`src/rtl/display_if.sv`:
```
// display_if: start/done handshake and result bus of the display parser.
// Signals: start, formatted_in (requester -> parser); busy, done, value, remainder, error (parser -> requester).
interface display_if #(
    parameter int WIDTH  = 21,
    parameter int DIGITS = 8
);
    logic                  start;
    logic [4*DIGITS-1:0]   formatted_in;
    logic                  busy;
    logic                  done;
    logic [WIDTH-1:0]      value;
    logic [WIDTH-1:0]      remainder;
    logic                  error;
    modport master (output start, formatted_in, input busy, done, value, remainder, error);
    modport slave  (input start, formatted_in, output busy, done, value, remainder, error);
endinterface

```
`src/rtl/display_parser.sv`:
```
// display_parser: converts a packed display-nibble word back to a signed operand, one nibble per clock.
// Ports: clock, reset (async, active-high); bus (display_if.slave): start/formatted_in in, busy/done/value/remainder/error out.
// Macro FMT_REMAINDER_EN: when defined, code 1010 is a decimal point and digits after it form the remainder.
module display_parser #(
    parameter int WIDTH  = 21,
    parameter int DIGITS = 8
) (
    input  logic     clock,
    input  logic     reset,
    display_if.slave bus
);
    typedef enum logic [1:0] {IDLE, SCAN, FINISH} state_t;
    localparam int AW = WIDTH + 4;
    localparam int IW = DIGITS > 1 ? $clog2(DIGITS) : 1;
    localparam logic [AW-1:0] NEG_MAX = AW'(1) << (WIDTH - 1);
    localparam logic [AW-1:0] POS_MAX = NEG_MAX - AW'(1);

    state_t              state_q, state_d;
    logic [IW-1:0]       idx_q, idx_d;
    logic [4*DIGITS-1:0] word_q, word_d;
    logic [AW-1:0]       int_acc_q, int_acc_d, int_next;
    logic                neg_q, neg_d, seen_nb_q, seen_nb_d, int_dig_q, int_dig_d, err_q, err_d;
    logic                done_q, done_d, error_q, error_d, fail;
    logic [WIDTH-1:0]    value_q, value_d;
    logic [3:0]          nib;
`ifdef FMT_REMAINDER_EN
    logic [AW-1:0]       rem_acc_q, rem_acc_d, rem_next;
    logic                pt_q, pt_d, frac_dig_q, frac_dig_d;
    logic [WIDTH-1:0]    rem_q, rem_d;
`endif

    assign nib      = word_q[{idx_q, 2'b00} +: 4];
    assign int_next = (int_acc_q << 3) + (int_acc_q << 1) + AW'(nib);
`ifdef FMT_REMAINDER_EN
    assign rem_next = (rem_acc_q << 3) + (rem_acc_q << 1) + AW'(nib);
    assign fail     = err_q | !int_dig_q | (!neg_q && int_acc_q > POS_MAX) | (pt_q && !frac_dig_q);
`else
    assign fail     = err_q | !int_dig_q | (!neg_q && int_acc_q > POS_MAX);
`endif

    assign bus.busy  = state_q != IDLE;
    assign bus.done  = done_q;
    assign bus.value = value_q;
    assign bus.error = error_q;
`ifdef FMT_REMAINDER_EN
    assign bus.remainder = rem_q;
`else
    assign bus.remainder = '0;
`endif

    always_ff @(posedge clock or posedge reset) begin
        if (reset) begin
            state_q   <= IDLE;
            idx_q     <= '0;
            word_q    <= '0;
            int_acc_q <= '0;
            neg_q     <= 1'b0;
            seen_nb_q <= 1'b0;
            int_dig_q <= 1'b0;
            err_q     <= 1'b0;
            done_q    <= 1'b0;
            error_q   <= 1'b0;
            value_q   <= '0;
`ifdef FMT_REMAINDER_EN
            rem_acc_q  <= '0;
            pt_q       <= 1'b0;
            frac_dig_q <= 1'b0;
            rem_q      <= '0;
`endif
        end else begin
            state_q   <= state_d;
            idx_q     <= idx_d;
            word_q    <= word_d;
            int_acc_q <= int_acc_d;
            neg_q     <= neg_d;
            seen_nb_q <= seen_nb_d;
            int_dig_q <= int_dig_d;
            err_q     <= err_d;
            done_q    <= done_d;
            error_q   <= error_d;
            value_q   <= value_d;
`ifdef FMT_REMAINDER_EN
            rem_acc_q  <= rem_acc_d;
            pt_q       <= pt_d;
            frac_dig_q <= frac_dig_d;
            rem_q      <= rem_d;
`endif
        end
    end

    always_comb begin
        state_d   = state_q;
        idx_d     = idx_q;
        word_d    = word_q;
        int_acc_d = int_acc_q;
        neg_d     = neg_q;
        seen_nb_d = seen_nb_q;
        int_dig_d = int_dig_q;
        err_d     = err_q;
        done_d    = 1'b0;
        error_d   = error_q;
        value_d   = value_q;
`ifdef FMT_REMAINDER_EN
        rem_acc_d  = rem_acc_q;
        pt_d       = pt_q;
        frac_dig_d = frac_dig_q;
        rem_d      = rem_q;
`endif
        case (state_q)
            IDLE: begin
                if (bus.start) begin
                    state_d   = SCAN;
                    idx_d     = IW'(DIGITS - 1);
                    word_d    = bus.formatted_in;
                    int_acc_d = '0;
                    neg_d     = 1'b0;
                    seen_nb_d = 1'b0;
                    int_dig_d = 1'b0;
                    err_d     = 1'b0;
                    error_d   = 1'b0;
`ifdef FMT_REMAINDER_EN
                    rem_acc_d  = '0;
                    pt_d       = 1'b0;
                    frac_dig_d = 1'b0;
`endif
                end
            end
            SCAN: begin
                // Error flag is sticky; accumulators may run on after an error since the result is discarded.
                if (nib == 4'hF) begin
                    if (seen_nb_q) err_d = 1'b1;
                end else if (nib == 4'hE) begin
                    if (seen_nb_q) err_d = 1'b1;
                    neg_d     = 1'b1;
                    seen_nb_d = 1'b1;
`ifdef FMT_REMAINDER_EN
                end else if (nib == 4'hA) begin
                    if (!int_dig_q || pt_q) err_d = 1'b1;
                    pt_d      = 1'b1;
                    seen_nb_d = 1'b1;
                end else if (nib <= 4'd9 && pt_q) begin
                    seen_nb_d  = 1'b1;
                    frac_dig_d = 1'b1;
                    rem_acc_d  = rem_next;
                    if (rem_next > POS_MAX) err_d = 1'b1;
`endif
                end else if (nib <= 4'd9) begin
                    // Bounding at NEG_MAX keeps acc*10+9 inside AW bits on later digits.
                    seen_nb_d = 1'b1;
                    int_dig_d = 1'b1;
                    int_acc_d = int_next;
                    if (int_next > NEG_MAX) err_d = 1'b1;
                end else begin
                    err_d = 1'b1;
                end
                state_d = idx_q == '0 ? FINISH : SCAN;
                idx_d   = idx_q == '0 ? idx_q : idx_q - 1'b1;
            end
            FINISH: begin
                state_d = IDLE;
                done_d  = 1'b1;
                error_d = fail;
                value_d = fail ? '0 : neg_q ? -int_acc_q[WIDTH-1:0] : int_acc_q[WIDTH-1:0];
`ifdef FMT_REMAINDER_EN
                rem_d   = fail ? '0 : rem_acc_q[WIDTH-1:0];
`endif
            end
            default: state_d = IDLE;
        endcase
    end
endmodule

```
`src/flat_wrapper.sv`:
```
// flat-port wrapper written by rule: the top's interface ports become plain ports
module display_parser_flat 
#(
    parameter int WIDTH  = 21,
    parameter int DIGITS = 8
)
  (clock, reset, bus_start, bus_formatted_in, bus_busy, bus_done, bus_value, bus_remainder, bus_error);
  display_if #(.WIDTH(WIDTH), .DIGITS(DIGITS)) bus_i ();
  input  logic clock;
  input  logic reset;
  input wire logic [$bits(bus_i.start)-1:0] bus_start;
  input wire logic [$bits(bus_i.formatted_in)-1:0] bus_formatted_in;
  output wire logic [$bits(bus_i.busy)-1:0] bus_busy;
  output wire logic [$bits(bus_i.done)-1:0] bus_done;
  output wire logic [$bits(bus_i.value)-1:0] bus_value;
  output wire logic [$bits(bus_i.remainder)-1:0] bus_remainder;
  output wire logic [$bits(bus_i.error)-1:0] bus_error;
  assign bus_i.start = bus_start;
  assign bus_i.formatted_in = bus_formatted_in;
  assign bus_busy = bus_i.busy;
  assign bus_done = bus_i.done;
  assign bus_value = bus_i.value;
  assign bus_remainder = bus_i.remainder;
  assign bus_error = bus_i.error;
  display_parser #(.WIDTH(WIDTH), .DIGITS(DIGITS)) u_core (.clock(clock), .reset(reset), .bus(bus_i));
endmodule
```
`config.mk`:
```
export PLATFORM = sky130hd
export DESIGN_NAME = display_parser_flat
export DESIGN_NICKNAME = d
export VERILOG_FILES = /design/src/rtl/display_if.sv /design/src/rtl/display_parser.sv /design/src/flat_wrapper.sv
export SDC_FILE = /design/constraint.sdc
export NUM_CORES = 1
export LEC_CHECK = 0
export CAP_MARGIN = 20
export CORE_UTILIZATION = 67
export CTS_BUF_LIST = sky130_fd_sc_hd__clkbuf_4
export DETAILED_ROUTE_END_ITERATION = 8
export DONT_BUFFER_PORTS = 1
export PLACE_DENSITY = 0.83
export SLEW_MARGIN = 20
export SYNTH_ARGS = -nofsm -noshare
export SYNTH_HDL_FRONTEND = slang
export SYNTH_SLANG_ARGS = --single-unit
```
`constraint.sdc`:
```
create_clock -name clock -period 5.8 [get_ports clock]
set_input_delay 0.58 -clock clock [delete_from_list [all_inputs] [get_ports clock]]
set_output_delay 0.58 -clock clock [all_outputs]
set_load 0.02 [all_outputs]
```
# After elaboration in Yosys (flattened, before gate mapping)

Index checks and enable logic that the tools add are counted.

Flip-flop bits (word level): 89
Bits of input ports: 35
Output and inout port bits: 45
Word-level logic and storage cells: 80

Add/sub/neg operators: 4
Order comparisons: 3
Equal/unequal tests: 12
Shifts and indexed selects: 1
Mux-type cells: 32
Bitwise gates (word level): 2
Reductions and logical operators: 15

Operators by type and width:

| operator                                                         | number |
|---|---|
| two-way mux 25 bit                                               | 4 |
| case mux 25 bit (2 select lines)                                 | 1 |
| two-way mux 21 bit                                               | 2 |
| indexed part select 32 x 6 -> 4 bit                              | 1 |
| adder 25 bit                                                     | 1 |
| adder 25 x 4 -> 25 bit                                           | 1 |
| greater-than comparator 25 x 20 -> 1 bit (second input constant) | 1 |
| greater-than comparator 25 x 21 -> 1 bit (second input constant) | 1 |
| negation 21 bit                                                  | 1 |
| two-way mux 1 bit                                                | 14 |
| case mux 1 bit (2 select lines)                                  | 5 |
| == test 4 bit (second input constant)                            | 2 |
| inequality test 2 bit (second input constant)                    | 4 |
| AND reduction 4 bit                                              | 2 |
| two-way mux 3 bit                                                | 2 |
| case mux 3 bit (2 select lines)                                  | 1 |
| AND reduction 3 bit                                              | 2 |
| nonzero test 2 bit                                               | 3 |
| inequality test 5 x 3 -> 1 bit (second input constant)           | 1 |
| AND reduction 5 bit                                              | 1 |
| <= comparator 4 bit (second input constant)                      | 1 |
| two-way mux 2 bit                                                | 2 |
| inequality test 2 x 1 -> 1 bit (second input constant)           | 2 |
| case mux 2 bit (2 select lines)                                  | 1 |
| 10 further kinds                                                 | 13 |

# Logic depth before layout (Yosys ltp)

Depth in word-level cells: 8
Mapped depth: 16
Gate-level depth less buffers: 15

# Worst setup path after synthesis

OpenSTA, ideal clock, no wires.

Kind: register -> register
Start point: register u_core.idx_q[0]
End point: register u_core.err_q
Setup time: 124 ps
Data arrival time: 4317 ps
Required time: 5676 ps
Setup slack: 1359 ps
Stages on the path, launching flop included: 13
Path buffers: 1
Period minus slack after synthesis: 4441 ps
Cell sequence: dfrtp_1 buf_2 mux4_2 mux2i_1 fa_1 fa_1 xnor2_1 or4b_1 or4b_1 nor4_2 nand4_1 o41a_1 o31a_1

Word-level cells in the longest chain between the ends: 6
Elaborated cells on any way between the ends: 12
Those cells by class: add/sub: 1; order compare: 2; eq/ne: 3; shift: 1; mux: 4; reduce/logical: 1

RTL lines:

| what                                                                           | RTL line             | RTL |
|---|---|---|
| start, declared                                                                | display_parser.sv:19 | `logic [IW-1:0] idx_q, idx_d;` |
| start signal, assigned                                                         | display_parser.sv:72 | `idx_q <= idx_d;` |
| indexed part select 32 x 6 -> 4 bit *                                          | display_parser.sv:32 | `assign nib = word_q[{idx_q, 2'b00} +: 4];` |
| parallel branches: the longest is 5 deep, another holds adder 25 x 4 -> 25 bit | n/a                  |  |
| end signal, assigned                                                           | display_parser.sv:78 | `err_q <= err_d;` |
| end, declared                                                                  | display_parser.sv:22 | `logic neg_q, neg_d, seen_nb_q, seen_nb_d, int_dig_q, int_dig_d, err_q, err_d;` |

Every way passes the cells marked *.
A chain may end at the register's enable or synchronous reset.

# Worst setup path after layout

Same ends and word-level chain as after synthesis.

==> results.cfg <==
[outcome]
outcome = complete, no violations

[synth]
synth.area.top_cells = dfrtp_1, ha_1, mux2_2, o21ai_0, nand2_1
synthArstFlopShare_pct = 100.0
ys_types = 57
netlist_instances = 568
ys_warn_count = 0
ys_seq_elements = 89
yosys.area.top_type_share_pct = 38.79
synth_top_flop_cell = dfrtp_1
synthTopCellsByCount = dfrtp_1, nand2_1, o21ai_0
avgSynthCellArea_um2 = 10.11
yosysMostFrequentCell = dfrtp_1
synth.cell_area_mm2 = 0.005742
ys_seq_area_share_pct = 38.79
synth_edf_count = 0
yosysTopAreaCell = dfrtp_1

[floorplan]
fp.dieW_um = 94.58
die_y_um = 94.58
rows = 33
die_area_mm2 = 0.008944
start_util_pct = 69.53
core_mm2 = 0.008258
ios = 80

[timing]
timing.final.crit_share_pct = 85.63
tightest_slew_ns = 0.9455
slew_violations = 0
fmax_ghz = 0.2013
period_needed_ns = 4.967
clock_skew_ns = 0.02816
setup_tns_ns = 0
setup_viol = 0
rsz0062_at_grt = no
hold_violations = 0
maxSlewHeadroom_pct = 36.69

[finish]
n_antenna_cell = 0
nets = 645
syn2layout_area_growth_pct = 2.702
drive_gt1_share_pct = 12.04
utilization_pct = 71.41

[setup_path]
path_buf_inv = 1
crit_required_ns = 6.12
crit_type = register to register
worstSetupStartpoint = u_core.idx_q[0]
slowest_stage = dfrtp_1
regToRegSetupSlack_ns = 0.83
r2r_end = u_core.err_q
end_kind = register
startpoint_type = register
reg2reg_depth = 14
crit_family = compound AO/OA/AOI/OAI gates
timing.rr.start = u_core.idx_q[0]
timing.critical_path.mode_cell = o31a_1
max_stage_delay_ns = 0.74
cp_cell_sequence = mux4_2, mux2i_1, fa_1, inv_1, ha_1, a211oi_1, o21bai_1, a211o_1, a31oi_1, o31a_1, xor2_1, nand3_1, o41a_1, o31a_1
cp.arrival_ns = 5.28
critPathMaxFanout = 12

[clock_network]
numCtsBuffers = 9
cts_sinks = 89
htreeDepth = 3
post_cts.repair.setup_buffers = 0
cts-root-buf = clkbuf_4
path_clk_slew_ns = 0.16
clock_latency_ns = 0.44
cts_resized = 0
tritoncts = done
clk_path_buf_depth = 2
ctsHoldBuffers = 0

[route]
initialDrtViolationCount = 261
num_vias = 4195
viasPerCell = 6.261
wl_per_cell_um = 17.79
drcViolationCount = 0
final_antenna_net_count = 0
drt-total-wl_um = 11920
dr.pass1.iters = 5

[global_route]
grtUsageTotal_pct = 28.14
grt_pass1_vias = 4002
grt-ovfl-total = 0
grt_max_degree = 58
grt_pass1_wl_um = 19440
antenna_found_initial = 0

[placement]
place_congestion = 0.8493
hpwlAfterDp_um = 9165
portBuffers = 0

[run]
max_cap_viol_count = 0

[worst_hold_path]
hp-class = input pin to asynchronous set/reset pin
state kept, by name (all words and copies together), names as in the netlist:
name,flops
u_core.bus.done,1
u_core.bus.error,1
u_core.bus.value,21
u_core.err_q,1
u_core.idx_q,3
u_core.int_acc_q,25
u_core.int_dig_q,1
u_core.neg_q,1
u_core.seen_nb_q,1
u_core.state_q,2
u_core.word_q,32
placed cells by master, fill, tap and decap left out, types with 4 or more instances in the layout:
| cell | n |
|---|---|
| mux2i_1 | 4 |
| o31ai_1 | 5 |
| o21ai_0 | 51 |
| dfrtp_1 | 89 |
| xor2_1 | 26 |
| conb_1 | 21 |
| mux4_2 | 7 |
| a21o_1 | 10 |
| nand2_1 | 68 |
| a22o_1 | 14 |
| mux2_2 | 34 |
| and2_1 | 5 |
| nor2b_1 | 5 |
| nand4_1 | 4 |
| nand3_1 | 9 |
| nor3_1 | 4 |
| ha_1 | 48 |
| or3_1 | 6 |
| xnor2_1 | 15 |
| inv_1 | 15 |
| nor2_1 | 23 |
| a31oi_1 | 6 |
| clkbuf_4 | 9 |
| nand2b_1 | 9 |
| a21oi_1 | 21 |
final cells by class:
class | instances | area, um^2
clock buffer | 9 | 67.56
timing repair buffer | 3 | 22.52
fill | 572 | 2361
multi-input combinational | 441 | 3294
tap | 105 | 131.4
sequential | 89 | 2227
inverter | 16 | 61.31
clock inverter | 7 | 92.59
worst max path at each step:
stage	end	slack, ns	depth (start not counted)
after floorplan	u_core.err_q	1.36	12
after global placement	u_core.err_q	1.04	11
after detailed placement	u_core.err_q	0.91	14
after CTS	u_core.err_q	0.84	14
after global routing	u_core.err_q	0.53	14
final	u_core.err_q	0.83	14
worst reg2reg max path: stages, from the launching register on:
cell and delay [ns]:
dfrtp_1 0.74, mux4_2 0.59, mux2i_1 0.32, fa_1 0.54, inv_1 0.09, ha_1 0.23
a211oi_1 0.39, o21bai_1 0.19, a211o_1 0.32, a31oi_1 0.28, o31a_1 0.25, xor2_1 0.22
nand3_1 0.10, o41a_1 0.32, o31a_1 0.27
through the flow:
stage | area [um^2] | instances | worst slack (ns) | hold WS (ns)
final | 5897 | 670 | 0.8335 | 0.01425
after CTS | 5897 | 670 | 0.8412 | 0.02235
after global placement | 5737 | 654 | 1.044 | 0.4534
after floorplan | 5817 | 588 | 1.359 | 0.4388
after global routing | 5897 | 670 | 0.5253 | 0.04102
after detailed placement | 5737 | 654 | 0.9091 | 0.4758
layer usage:
| layer | GRT usage [%] | vias up | part of all wire, % |
|---|---|---|---|
| li1 | - | 1990 | - |
| met1 | 41.80 | 2031 | 47 |
| met2 | 41.24 | 151 | 45 |
| met3 | 4.911 | 23 | 5.7 |
| met4 | 10.35 | 0 | 2.2 |
| met5 | 0 | - | 0 |
cells by family (layout without fill, tap and decap cells):
kind of cell / count (synthesis) / after routing / share of synthesized area [%]
AO/OA/AOI/OAI: 132 / 132 / 14.86
XOR/XNOR: 41 / 41 / 6.254
adder cells (fa/ha/maj): 50 / 50 / 11.16
buffers and inverters: 58 / 35 / 5.186
flip-flops: 89 / 89 / 38.79
multiplexers: 47 / 47 / 11.03
other: 1 / 21 / 0.06531
AND/OR/NAND/NOR: 150 / 150 / 12.66
Power is not shown: default switching activity piles up to over one toggle a cycle in this logic, so the estimate is an artifact.
==> RTL change (same flow settings) <==
`DIGITS` is set to 8 in 3 places; all go to 16.
--- a/src/rtl/display_if.sv
+++ b/src/rtl/display_if.sv
@@ -2,7 +2,7 @@
 // Signals: start, formatted_in (requester -> parser); busy, done, value, remainder, error (parser -> requester).
 interface display_if #(
     parameter int WIDTH  = 21,
-    parameter int DIGITS = 8
+    parameter int DIGITS = 16
 );
     logic                  start;
     logic [4*DIGITS-1:0]   formatted_in;
--- a/src/rtl/display_parser.sv
+++ b/src/rtl/display_parser.sv
@@ -3,7 +3,7 @@
 // Macro FMT_REMAINDER_EN: when defined, code 1010 is a decimal point and digits after it form the remainder.
 module display_parser #(
     parameter int WIDTH  = 21,
-    parameter int DIGITS = 8
+    parameter int DIGITS = 16
 ) (
     input  logic     clock,
     input  logic     reset,
--- a/src/flat_wrapper.sv
+++ b/src/flat_wrapper.sv
@@ -2,7 +2,7 @@
 module display_parser_flat 
 #(
     parameter int WIDTH  = 21,
-    parameter int DIGITS = 8
+    parameter int DIGITS = 16
 )
   (clock, reset, bus_start, bus_formatted_in, bus_busy, bus_done, bus_value, bus_remainder, bus_error);
   display_if #(.WIDTH(WIDTH), .DIGITS(DIGITS)) bus_i ();
Interface: changed (resized bus_formatted_in); port bits go from 80 to 112. The function was not compared with the original's and may differ.
==> RTL change against the original RTL <==
- sequential cell count increased by 33
- wire length increased by 36%
- worst setup slack got worse by 140 ps
- area after synthesis increased by 28%
- design area increased by 29%
==> RTL change: results (changes against the original RTL) <==
worst setup path startpoint=u_core.idx_q[0] (unchanged); CP max FO=14 (was 12); met3 global-route usage=0.05593 (was 0.04911); footprint of the multi-input gates=0.003979 mm^2 (was 0.003294 mm^2); DRT met1 WL=6.764 mm (was 5.643 mm); via count=5,805 (was 4,195); largest cells by area after synthesis=dfrtp_1, nand2_1, ha_1 (was dfrtp_1, ha_1, mux2_2); met1 Use GR=0.3959 (was 0.4180); DP Area=0.007332 mm^2 (was 0.005737 mm^2); Sequential cell area=0.003053 mm^2 (was 0.002227 mm^2); Worst EP arrival=5520 ps (was 5280 ps); reg-to-reg slack, setup=700 ps (was 830 ps); Post-synth top cells=nand2_1, dfrtp_1, ha_1 (was dfrtp_1, nand2_1, o21ai_0); Fin Hold WS=11.08 ps (was 14.25 ps); register area share after synthesis=0.4145 (was 0.3879); first-pass GRT wire length=26.74 mm (was 19.44 mm); Reg clk slew, reported paths=120 ps (was 160 ps); share of layout cells above drive strength 1=0.09259 (was 0.1204); Pre-antenna DRT Iters=7 (was 5); clk_skew=21.25 ps (was 28.16 ps); clk pwr=between 500 and 600 uW; Non-clk bufs=8 (was 3); synthesis-to-layout area growth=3.058% (was 2.702%); max frequency=0.1960 GHz (was 0.2013 GHz); metal2 WL=7.919 mm (was 5.344 mm); Routed WL=16.18 mm (was 11.92 mm); metal3 WL=1.176 mm (was 675 um); Post-DP HPWL=11.83 mm (was 9.165 mm); Clk Latency, worst-skew pair=550 ps (was 440 ps); multi-input gates=630 (was 441); status=completed (unchanged); largest net degree at the start of global routing=68 (was 58); clock network area share=0.03396 (was 0.02716); # clk buffers=18 (was 9); Syn Inst Count=813 (was 568); invs w/o clock=18 (was 16); DRT iter0 DRCs=343 (was 261); routed wire length per instance=17.11 um (was 17.79 um); max FFs per register=64 (was 32); num rows=37 (was 33); H-tree depth=4 (was 3); layout filler cell count=809 (was 572); post-place setup slack=746.3 ps (was 909.1 ps); FF-to-FF path depth=15 (was 14); met2 Use GR=0.5065 (was 0.4124); CTS buffer count=17 (was 9); GRT Util Overall=0.3055 (was 0.2814); post-synthesis cell type count=69 (was 57); GPL Wtd Cong=0.9414 (was 0.8493); vias in the first global route=5,592 (was 4,002)
## RTL change: changes by cell type after synthesis, moves of 4 or more
| cell | delta |
|---|---|
| nand2_1 | +189 |
| o21ai_0 | -38 |
| mux2_2 | -34 |
| dfrtp_1 | +33 |
| o21ai_1 | +33 |
| nand3_1 | +24 |
| clkbuf_1 | +15 |
| a22o_1 | -14 |
| mux4_2 | +13 |
| and3_1 | +11 |
| a31o_1 | +8 |
| nand2b_1 | -7 |
| nor3_1 | +5 |
| a21oi_1 | -4 |
## RTL change: logic make-up after synthesis
kind of cell	after synthesis	synth area share
XOR/XNOR	37	0.04400
buffers and inverters	81	0.05623
flip-flops	122	0.4145
AND/OR/NAND/NOR	378	0.2239
adder cells (fa/ha/maj)	49	0.08529
multiplexers	22	0.06388
other	1	0.0005092
AO/OA/AOI/OAI	123	0.1116
